## src/rtl/bk_spi_pkg.sv

```systemverilog
// Shared definitions for the byte-wide SPI master: state encoding, bit-count
// terminal value and the idle levels of the SPI pins.
package bk_spi_pkg;

  typedef enum logic {
    IDLE  = 1'b0,
    SHIFT = 1'b1
  } spi_state_e;

  localparam logic [2:0] BIT_LAST  = 3'd7;
  localparam logic       MOSI_IDLE = 1'b1;
  localparam logic       SCLK_IDLE = 1'b0;

endpackage

```

## src/rtl/spi_byte_master_if.sv

```systemverilog
// Core-side byte port plus SPI pins of spi_byte_master.
// The master modport is the SPI master's view; slave is the core/peripheral side.
interface spi_byte_master_if;

  logic       spi_wren;
  logic [7:0] spi_do;
  logic       spi_cs_n;
  logic [7:0] spi_di;
  logic       spi_dsr;
  logic       sclk;
  logic       mosi;
  logic       miso;
  logic       ss_n;

  modport master (
    input  spi_wren, spi_do, spi_cs_n, miso,
    output spi_di, spi_dsr, sclk, mosi, ss_n
  );

  modport slave (
    output spi_wren, spi_do, spi_cs_n, miso,
    input  spi_di, spi_dsr, sclk, mosi, ss_n
  );

endinterface

```

## src/rtl/spi_baudgen.sv

```systemverilog
// SCLK generator: ce-qualified divider counting 0..CLKDIV-1, toggling sclk at
// terminal count and flagging the decision cycle of each edge with rise/fall.
module spi_baudgen
  import bk_spi_pkg::*;
#(
  parameter int CLKDIV = 4
) (
  input  logic clk,
  input  logic reset,
  input  logic ce,
  input  logic run,
  output logic rise,
  output logic fall,
  output logic sclk
);

  localparam int                CNT_W    = (CLKDIV > 1) ? $clog2(CLKDIV) : 1;
  localparam logic [CNT_W-1:0] CNT_LAST = CNT_W'(CLKDIV - 1);

  logic [CNT_W-1:0] cnt_q;
  logic             tc;

  assign tc   = ce & run & (cnt_q == CNT_LAST);
  assign rise = tc & ~sclk;
  assign fall = tc & sclk;

  // Deasserting run parks the generator at phase 0 with sclk at its idle level.
  always_ff @(posedge clk or posedge reset) begin
    if (reset) begin
      cnt_q <= '0;
      sclk  <= SCLK_IDLE;
    end else if (ce) begin
      if (!run) begin
        cnt_q <= '0;
        sclk  <= SCLK_IDLE;
      end else if (tc) begin
        cnt_q <= '0;
        sclk  <= ~sclk;
      end else begin
        cnt_q <= cnt_q + CNT_W'(1);
      end
    end
  end

endmodule

```

## src/rtl/spi_byte_master.sv

```systemverilog
// Byte-wide SPI master, mode 0, MSB first; registered pass-through of chip select.
// Optional SPI_MISO_SYNC_EN adds a 2-flop MISO synchronizer on the raw clk.
module spi_byte_master
  import bk_spi_pkg::*;
#(
  parameter int CLKDIV = 4
) (
  input  logic                clk,
  input  logic                reset,
  input  logic                ce,
  spi_byte_master_if.master   bus
);

  spi_state_e state_q, state_d;
  logic [7:0] tx_q, tx_d;
  logic [7:0] rx_q, rx_d;
  logic [7:0] di_q, di_d;
  logic [2:0] bit_q, bit_d;
  logic       dsr_q, dsr_d;
  logic       ss_q;
  logic       run, rise, fall, sclk;
  logic       miso_s;

`ifdef SPI_MISO_SYNC_EN
  logic [1:0] miso_sync_q;

  always_ff @(posedge clk or posedge reset) begin
    if (reset) miso_sync_q <= 2'b11;
    else       miso_sync_q <= {miso_sync_q[0], bus.miso};
  end

  assign miso_s = miso_sync_q[1];
`else
  assign miso_s = bus.miso;
`endif

  assign run = (state_q == SHIFT);

  spi_baudgen #(.CLKDIV(CLKDIV)) u_baudgen (
    .clk   (clk),
    .reset (reset),
    .ce    (ce),
    .run   (run),
    .rise  (rise),
    .fall  (fall),
    .sclk  (sclk)
  );

  // MOSI is the top of the tx register; shifting in ones leaves it at the
  // idle level once the eighth bit has gone out.
  always_comb begin
    state_d = state_q;
    tx_d    = tx_q;
    rx_d    = rx_q;
    di_d    = di_q;
    bit_d   = bit_q;
    dsr_d   = dsr_q;
    case (state_q)
      IDLE: begin
        if (ce && bus.spi_wren) begin
          tx_d    = bus.spi_do;
          bit_d   = '0;
          dsr_d   = 1'b0;
          state_d = SHIFT;
        end
      end
      SHIFT: begin
        if (rise) rx_d = {rx_q[6:0], miso_s};
        if (fall) begin
          tx_d  = {tx_q[6:0], MOSI_IDLE};
          bit_d = bit_q + 3'd1;
          if (bit_q == BIT_LAST) begin
            di_d    = rx_q;
            dsr_d   = 1'b1;
            state_d = IDLE;
          end
        end
      end
      default: state_d = IDLE;
    endcase
  end

  always_ff @(posedge clk or posedge reset) begin
    if (reset) begin
      state_q <= IDLE;
      tx_q    <= 8'hFF;
      rx_q    <= 8'hFF;
      di_q    <= 8'hFF;
      bit_q   <= '0;
      dsr_q   <= 1'b1;
      ss_q    <= 1'b1;
    end else begin
      state_q <= state_d;
      tx_q    <= tx_d;
      rx_q    <= rx_d;
      di_q    <= di_d;
      bit_q   <= bit_d;
      dsr_q   <= dsr_d;
      if (ce) ss_q <= bus.spi_cs_n;
    end
  end

  assign bus.spi_di  = di_q;
  assign bus.spi_dsr = dsr_q;
  assign bus.sclk    = sclk;
  assign bus.mosi    = tx_q[7];
  assign bus.ss_n    = ss_q;

endmodule

```

## src/flat_wrapper.sv

```systemverilog
// flat-port wrapper written by rule: the top's interface ports become plain ports
module spi_byte_master_flat import bk_spi_pkg::*;
#(
  parameter int CLKDIV = 4
)
  (clk, reset, ce, bus_spi_wren, bus_spi_do, bus_spi_cs_n, bus_miso, bus_spi_di, bus_spi_dsr, bus_sclk, bus_mosi, bus_ss_n);
  spi_byte_master_if bus_i ();
  input  logic clk;
  input  logic reset;
  input  logic ce;
  input wire logic [$bits(bus_i.spi_wren)-1:0] bus_spi_wren;
  input wire logic [$bits(bus_i.spi_do)-1:0] bus_spi_do;
  input wire logic [$bits(bus_i.spi_cs_n)-1:0] bus_spi_cs_n;
  input wire logic [$bits(bus_i.miso)-1:0] bus_miso;
  output wire logic [$bits(bus_i.spi_di)-1:0] bus_spi_di;
  output wire logic [$bits(bus_i.spi_dsr)-1:0] bus_spi_dsr;
  output wire logic [$bits(bus_i.sclk)-1:0] bus_sclk;
  output wire logic [$bits(bus_i.mosi)-1:0] bus_mosi;
  output wire logic [$bits(bus_i.ss_n)-1:0] bus_ss_n;
  assign bus_i.spi_wren = bus_spi_wren;
  assign bus_i.spi_do = bus_spi_do;
  assign bus_i.spi_cs_n = bus_spi_cs_n;
  assign bus_i.miso = bus_miso;
  assign bus_spi_di = bus_i.spi_di;
  assign bus_spi_dsr = bus_i.spi_dsr;
  assign bus_sclk = bus_i.sclk;
  assign bus_mosi = bus_i.mosi;
  assign bus_ss_n = bus_i.ss_n;
  spi_byte_master #(.CLKDIV(CLKDIV)) u_core (.clk(clk), .reset(reset), .ce(ce), .bus(bus_i));
endmodule
```

## config.mk

```make
export PLATFORM = sky130hd
export DESIGN_NAME = spi_byte_master_flat
export DESIGN_NICKNAME = d
export VERILOG_FILES = /design/src/rtl/bk_spi_pkg.sv /design/src/rtl/spi_byte_master_if.sv /design/src/rtl/spi_baudgen.sv /design/src/rtl/spi_byte_master.sv /design/src/flat_wrapper.sv
export SDC_FILE = /design/constraint.sdc
export NUM_CORES = 1
export LEC_CHECK = 0
export ABC_CLOCK_PERIOD_IN_PS = 3000
export CAP_MARGIN = 20
export CORE_ASPECT_RATIO = 0.75
export CORE_MARGIN = 2
export CORE_UTILIZATION = 45
export CTS_CLUSTER_DIAMETER = 60
export DETAILED_ROUTE_END_ITERATION = 12
export PLACE_DENSITY_LB_ADDON = 0.15
export SYNTH_ARGS = -nofsm -noshare
export SYNTH_HDL_FRONTEND = slang
export SYNTH_SLANG_ARGS = --single-unit
```

## constraint.sdc

```tcl
create_clock -name clk -period 3 [get_ports clk]
set_input_delay 0.45 -clock clk [delete_from_list [all_inputs] [get_ports clk]]
set_output_delay 0.45 -clock clk [all_outputs]
set_load 0.03 [all_outputs]
```

==> results of run 1 <==
-- sequential cells by signal, summed over array words and instances (netlist names) --
| name | cells |
|---|---|
| u_core.rx_q | 8 |
| u_core.u_baudgen.sclk | 1 |
| u_core.u_baudgen.cnt_q | 2 |
| u_core.tx_q | 8 |
| u_core.bus.spi_di | 8 |
| u_core.run | 1 |
| u_core.bus.ss_n | 1 |
| u_core.bit_q | 3 |
| u_core.bus.spi_dsr | 1 |
-- report_power, final --
part           leakage, nW  total, mW  internal, mW  switching, mW
Clock               0.0585      0.428         0.271          0.158
Combinational        0.410      0.442         0.256          0.186
Sequential           0.348      0.711         0.626         0.0853
-- through the flow --
stage	cells	setup WS (ps)
6_report	177	1010
5_1_grt	177	859
4_1_cts	176	892
3_5_place_dp	168	601
3_3_place_gp	168	681
2_1_floorplan	106	1500
-- worst max-delay path, delay by kind of cell (launching register included) --
kind                   cells  cell delay, ps
flip-flops                 1             730
AND/OR/NAND/NOR            1             380
multiplexers               1             310
buffers and inverters      1             260
AO/OA/AOI/OAI              1             210
-- layout by cell type (no fill, tap or decap), types with 6 or more instances in the layout --
cell             count
o21ai_0              6
clkdlybuf4s50_1     25
inv_1                6
mux2_4               7
dfstp_2             26
mux2_2              24
clkbuf_8             6
nand2_1              7
dfrtp_1              7
-- worst max-delay path by stage --
stage / from / to / cells past startpoint
final: u_core.run$_DFF_PP0_ / u_core.tx_q[6]$_DFFE_PP1P_ / 4
after global routing: u_core.run$_DFF_PP0_ / u_core.tx_q[6]$_DFFE_PP1P_ / 4
after CTS: u_core.run$_DFF_PP0_ / u_core.tx_q[6]$_DFFE_PP1P_ / 3
after detailed placement: bus_spi_wren / u_core.tx_q[6]$_DFFE_PP1P_ / 4
after global placement: bus_spi_wren / u_core.tx_q[7]$_DFFE_PP1P_ / 4
after floorplan: u_core.u_baudgen.cnt_q[0]$_DFFE_PP0P_ / u_core.tx_q[1]$_DFFE_PP1P_ / 5
-- logic make-up (layout without fill, tap and decap cells) --
group,count (synthesis),after routing
DFF,33,33
AOI/OAI and AO/OA,11,11
adders and majority gates,3,3
muxes,33,33
and+or+nand+nor,15,15
buffers and inverters,11,42
-- routing by layer --
| layer | up-vias | global-route usage | wire length, µm |
|---|---|---|---|
| li1 | 428 | - | - |
| met3 | 0 | 0.0737 | 147 |
| met2 | 20 | 0.245 | 1140 |
| met5 | - | 0 | 0 |
| met4 | 0 | 0.0566 | 0 |
| met1 | 439 | 0.192 | 1190 |
-- area by class of cell --
| cell class | count | share of cell area |
|---|---|---|
| Clock buffer | 7 | 0.0452 |
| Clock inverter | 1 | 0.0157 |
| Inverter | 6 | 0.0118 |
| Multi-Input combinational cell | 62 | 0.309 |
| Sequential cell | 33 | 0.450 |
| Tap cell | 40 | 0.0262 |
| Timing Repair Buffer | 28 | 0.143 |
==> results.md, run 1 <==
* CP Class: reg -> reg
* Ranking of synthesized cells by area: dfstp_2 45%, mux2_2 18%, dfrtp_1 12%
* Crit path capture type: register
* # fillers at 270
* Worst Hold Class: reg -> reg
* Slowest CP cell: dfrtp_1
* Largest net degree at the start of global routing at 19
* Clock latency on the worst-skew pair at 290 ps
* Netlist cell types at 24
* Max Clock Freq at 0.504 GHz
* IO Pins at 26
* Fin crit share at 0.662
* FF+latch count, synth at 33
* Post-synthesis compound-gate area fraction at 0.0446
* DRC Markers at 0
* Max Clock Skew at 13.5 ps
* Maximum vdd ir drop at 0.542 mV
* Setup violators final at 0
* Tot GR Track Use at 0.156
* CTS tree: built
* Critical Path, Cell by Cell: and4_4 -> o21bai_1 -> buf_4 -> mux2_4
* Pwr per Cell Area at 828 nW/µm²
* Total gr overflow at 0
* R2R depth at 4
* Leak at 0.817 nW
* Adder-Cell Fraction of Synth Area at 0.0248
* Share of the synthesized area in the top cell type at 0.451
* Synthesized cell area at 1520 µm²
* Worst-Margin Slew at 652 ps
* Net Count, Synth at 123
* Worst reg2reg startpoint: u_core.run$_DFF_PP0_
* Post-synthesis cell count at 106
* Hold path depth at 2
* Vias in the first global route at 910
* Count of final hold-check violations at 0
* Worst slew margin at 0.565
* Hold path startpoint: u_core.tx_q[0]$_DFFE_PP1P_
* Crit-path max cell delay at 730 ps
* Worst hold slack at 475 ps
* Synth top cells by count: 26 x dfstp_2, 24 x mux2_2, 7 x dfrtp_1, 7 x mux2_4, 7 x nand2_1
* Synth Warn # at 0
* Ys flop type: dfstp_2
* Clock sinks at 33
* Area grow syn2layout at 26.0%
* Post-CTS Resized at 0
* Worst-path clk slew at 70 ps
* Unrepaired setup endpoints after global routing: false
* Post-CTS Setup Bufs at 0
* DR iter-0 viols at 28
* Post-synthesis xor/xnor area fraction at 0
* Wire per inst at 14.0 µm
* Worst Hold End: u_core.tx_q[0]$_DFFE_PP1P_
* Average cell area after synthesis at 14.3 µm²
* Mux cell area share after synthesis at 0.261
* Die Width at 71.0 µm
* Arrival time worst endpoint at 2190 ps
* Final Util at 0.585
* Die Ht at 54.3 µm
* DR vias/cell at 5.01
* Slew Limit Fails at 0
* # diodes at 0
* RePlAce Congestion at 0.762
* Minimum clock period at 1990 ps
* WL final at 2470 µm
* Post-synth EDFFs at 0
* Share of cells above drive strength 1 at 0.511
* FF-to-FF setup slack at 1010 ps
* Largest fanout on the critical path at 18
* TritonRoute pass-1 iters at 4
* Largest family of logic cells by synthesized area: multiplexers
* Clk buf depth at 2
* TritonCTS Buffers at 5
* Nets@finish at 153
* Ys async rst share at 1.00
* Status: finished clean
* Placed Area at 1790 µm²
* Post-synthesis sequential area ratio at 0.566
* Initial core utilization at 0.464
* WP data required at 3200 ps
* Htree depth at 2
* Yosys top cell by area: dfstp_2
* HPWL Detailed at 1760 µm
* Total power at 1.58 mW
* First-pass GRT wire length at 4370 µm
* Port bufs at 25
* DRT antenna net count at 0
* Max-cap violations at 0
* Synth Area in Simple Gates at 0.0586
* CP Launch Type: register
* CTS hold repair buffers at 0
* Std-Cell Rows at 18
* Most common cell in the netlist: dfstp_2
* Crit Reg-Reg Endpoint: u_core.tx_q[6]$_DFFE_PP1P_
* Via count of the routed design at 887
* DIE AREA at 3850 µm²
* Setup TNS Final at 0 ps
* Sequential cell area at 858 µm²
* Initial antenna violation count at 0
* Design area at 1910 µm²
* Root Buffer: clkbuf_8
* Core area at 3270 µm²
* Multi-input gate area at 589 µm²
No activity file was read; power rests on OpenSTA's default activity.
==> run 2, diff against run 1 <==
- ABC_CLOCK_PERIOD_IN_PS: 3000 -> 1800
- clock period: 3 -> 1.8 ns (I/O delays scaled with it)
==> run 2 against run 1 <==
Compared with the run above:
- sequential share of layout area is 0.35 points lower
- global-route usage is 0.89 points higher
- worst hold slack worse by 180 ps
- die area stayed put
- critical path type is now reg -> out
- critical endpoint is now bus_spi_dsr
- highest routed layer is now met4
==> results.md, run 2 (synthesis gave the netlist of run 1 again) <==
* Inst Count DP at 171 (was 168)
* Setup violators final at 0 (unchanged)
* Final worst slack at 43.6 ps (was 1010 ps)
* CTS tree: built (unchanged)
* Minimum clock period at 1760 ps
* Switching share of power at 0.286 (was 0.271)
* CP Class: reg -> out (was reg -> reg)
* Post-route insts no fill at 178 (was 177)
* Slew Limit Fails at 0 (unchanged)
* Fin crit share at 0.976
* Worst slew margin at 0.684 (was 0.565)
* Bufs and invs on worst path at 1 (unchanged)
* Max Clock Freq at 0.569 GHz
* Max Clock Skew at 6.19 ps (was 13.5 ps)
* CP Launch Type: register (unchanged)
* Worst reg2reg startpoint: u_core.u_baudgen.cnt_q[0]$_DFFE_PP0P_ (was u_core.run$_DFF_PP0_)
* HPWL Detailed at 1890 µm (was 1760 µm)
* TritonCTS Buffers at 5 (unchanged)
* # diodes at 0 (unchanged)
* Tot GR Track Use at 0.165 (was 0.156)
* Count of final hold-check violations at 0 (unchanged)
* Critical Path, Cell by Cell: clkdlybuf4s50_1 (was and4_4 -> o21bai_1 -> buf_4 -> mux2_4)
* Htree depth at 2 (unchanged)
* Vias in the first global route at 932 (was 910)
* Clock sinks at 33 (unchanged)
* Initial antenna violation count at 0 (unchanged)
* Via count of the routed design at 903 (was 887)
* Crit path max-delay family: buffers and inverters (was flip-flops)
* Leak at 0.846 nW (was 0.817 nW)
* Wire per inst at 15.0 µm (was 14.0 µm)
* Crit-path max cell delay at 670 ps (was 730 ps)
* Worst Hold Class: in -> async (was reg -> reg)
* First-pass GRT wire length at 4550 µm (was 4370 µm)
* Switch Pwr at 0.719 mW (was 0.429 mW)
* Nets@finish at 155 (was 153)
* Arrival time worst endpoint at 1490 ps (was 2190 ps)
* IO Pins at 26 (unchanged)
* Worst-Margin Slew at 473 ps (was 652 ps)
* Area grow syn2layout at 27.0% (was 26.0%)
* Initial core utilization at 0.464 (unchanged)
* Die Ht at 54.3 µm (unchanged)
* Largest fanout on the critical path at 2 (was 18)
* Port bufs at 25 (unchanged)
* Most common cell after layout, fill and taps aside: dfstp_2 (unchanged)
* Clk buf depth at 2 (unchanged)
* Unrepaired setup endpoints after global routing: false (unchanged)
* Largest net degree at the start of global routing at 24 (was 19)
* Setup TNS Final at 0 ps (unchanged)
* Core area at 3270 µm² (unchanged)
* Worst-path clk slew at 70 ps (about the same)
* DR iter-0 viols at 69 (was 28)
* Maximum vdd ir drop at 0.641 mV (was 0.542 mV)
* Crit path launch: u_core.bus.spi_dsr$_DFFE_PP1P_ (was u_core.run$_DFF_PP0_)
* Slowest CP cell: clkdlybuf4s50_1 (was dfrtp_1)
* Clock latency on the worst-skew pair at 290 ps (about the same)
* Post-CTS Setup Bufs at 0 (unchanged)
* Max-cap violations at 0 (unchanged)
* Die Width at 71.0 µm (unchanged)
* DRT antenna net count at 0 (unchanged)
* DIE AREA at 3850 µm² (unchanged)
* RePlAce Congestion at 0.728 (was 0.762)
* Cell-internal power at 1.79 mW (was 1.15 mW)
* WP data required at 1530 ps (was 3200 ps)
* Status: finished clean (unchanged)
* Share of cells above drive strength 1 at 0.514 (was 0.511)
* Std-Cell Rows at 18 (unchanged)
* TritonRoute pass-1 iters at 6 (was 4)
* DR vias/cell at 5.07 (was 5.01)
* WL final at 2670 µm (was 2470 µm)
* DRC Markers at 0 (unchanged)
* Clk network pwr share at 0.221 (was 0.271)
* Place WS at 28.5 ps (was 601 ps)
* Flop pwr share at 0.470 (was 0.450)
* Pwr per Cell Area at 1310 nW/µm² (was 828 nW/µm²)
* Total gr overflow at 0 (unchanged)
* Logic pwr share at 0.309 (was 0.279)
* Crit path capture type: output port (was register)
* Most frequent cells in the layout: 26 x dfstp_2, 24 x mux2_2, 23 x clkdlybuf4s50_1 (was 26 x dfstp_2, 25 x clkdlybuf4s50_1, 24 x mux2_2)
* Root Buffer: clkbuf_8 (unchanged)
[run 2: cell types whose count changed in the layout (fill, tap and decap cells not counted)]
cell | before | now
dlymetal6s2s_1 | 0 | 2
bufinv_16 | 1 | 0
clkdlybuf4s50_1 | 25 | 23
buf_12 | 0 | 2
[run 2: worst paths after layout]
kind                                          endpoint  slack [ps]  cells after the start
hold / removal             u_core.bit_q[2]$_DFFE_PP0P_         300                      2
hold reg to reg             u_core.tx_q[0]$_DFFE_PP1P_         470                      2
setup / recovery                           bus_spi_dsr          40                      1
min in group clk            u_core.tx_q[0]$_DFFE_PP1P_         470                      2
setup reg to reg            u_core.tx_q[7]$_DFFE_PP1P_         170                      5
max in group asynchronous   u_core.rx_q[0]$_DFFE_PP1P_         940                      3
[run 2: repair_timing]
item	4_1_cts	5_1_grt
setup endpoints to repair	0	2
resized for setup	0	2
hold buffers	0	0
[run 2: layout make-up]
type	count	area [µm²]
fillers	255	1340
flip-flops and latches	33	858
multi-input cells	62	589
repair buffers	30	318
clock buffers	7	86.3
well taps	40	50.0
inverters	6	22.5
[run 2: layer usage]
| layer | wire length (µm) | track usage | vias up |
|---|---|---|---|
| met3 | 153 | 0.0737 | 4 |
| met4 | 38 | 0.0755 | 0 |
| li1 | - | - | 434 |
| met5 | 0 | 0 | - |
| met2 | 1200 | 0.266 | 21 |
| met1 | 1290 | 0.195 | 444 |
[run 2: power by group through the flow]
stage | Combinational (mW) | Sequential [mW] | Clock (mW)
finish | 0.777 | 1.18 | 0.555
global route | 0.848 | 1.22 | 0.614
CTS | 0.790 | 1.18 | 0.586
detailed placement | 0.788 | 1.19 | 0
global placement | 0.750 | 1.18 | 0
floorplan | 0.493 | 1.24 | 0
[run 2: metrics by stage]
step / power, mW / hold WS [ps] / utilization / instance area [µm²]
after floorplan: 1.73 / 380 / - / 1520
after global placement: 1.93 / 455 / 0.561 / 1830
after detailed placement: 1.97 / 455 / 0.561 / 1830
after CTS: 2.56 / 304 / 0.588 / 1920
after global routing: 2.68 / 348 / 0.589 / 1920
final: 2.51 / 297 / 0.589 / 1920
==> run 3, diff against run 2 <==
- CAP_MARGIN: 20 -> not set
==> results of run 3 <==
The final DEF is identical to that of run 2; final timing and power are the same.
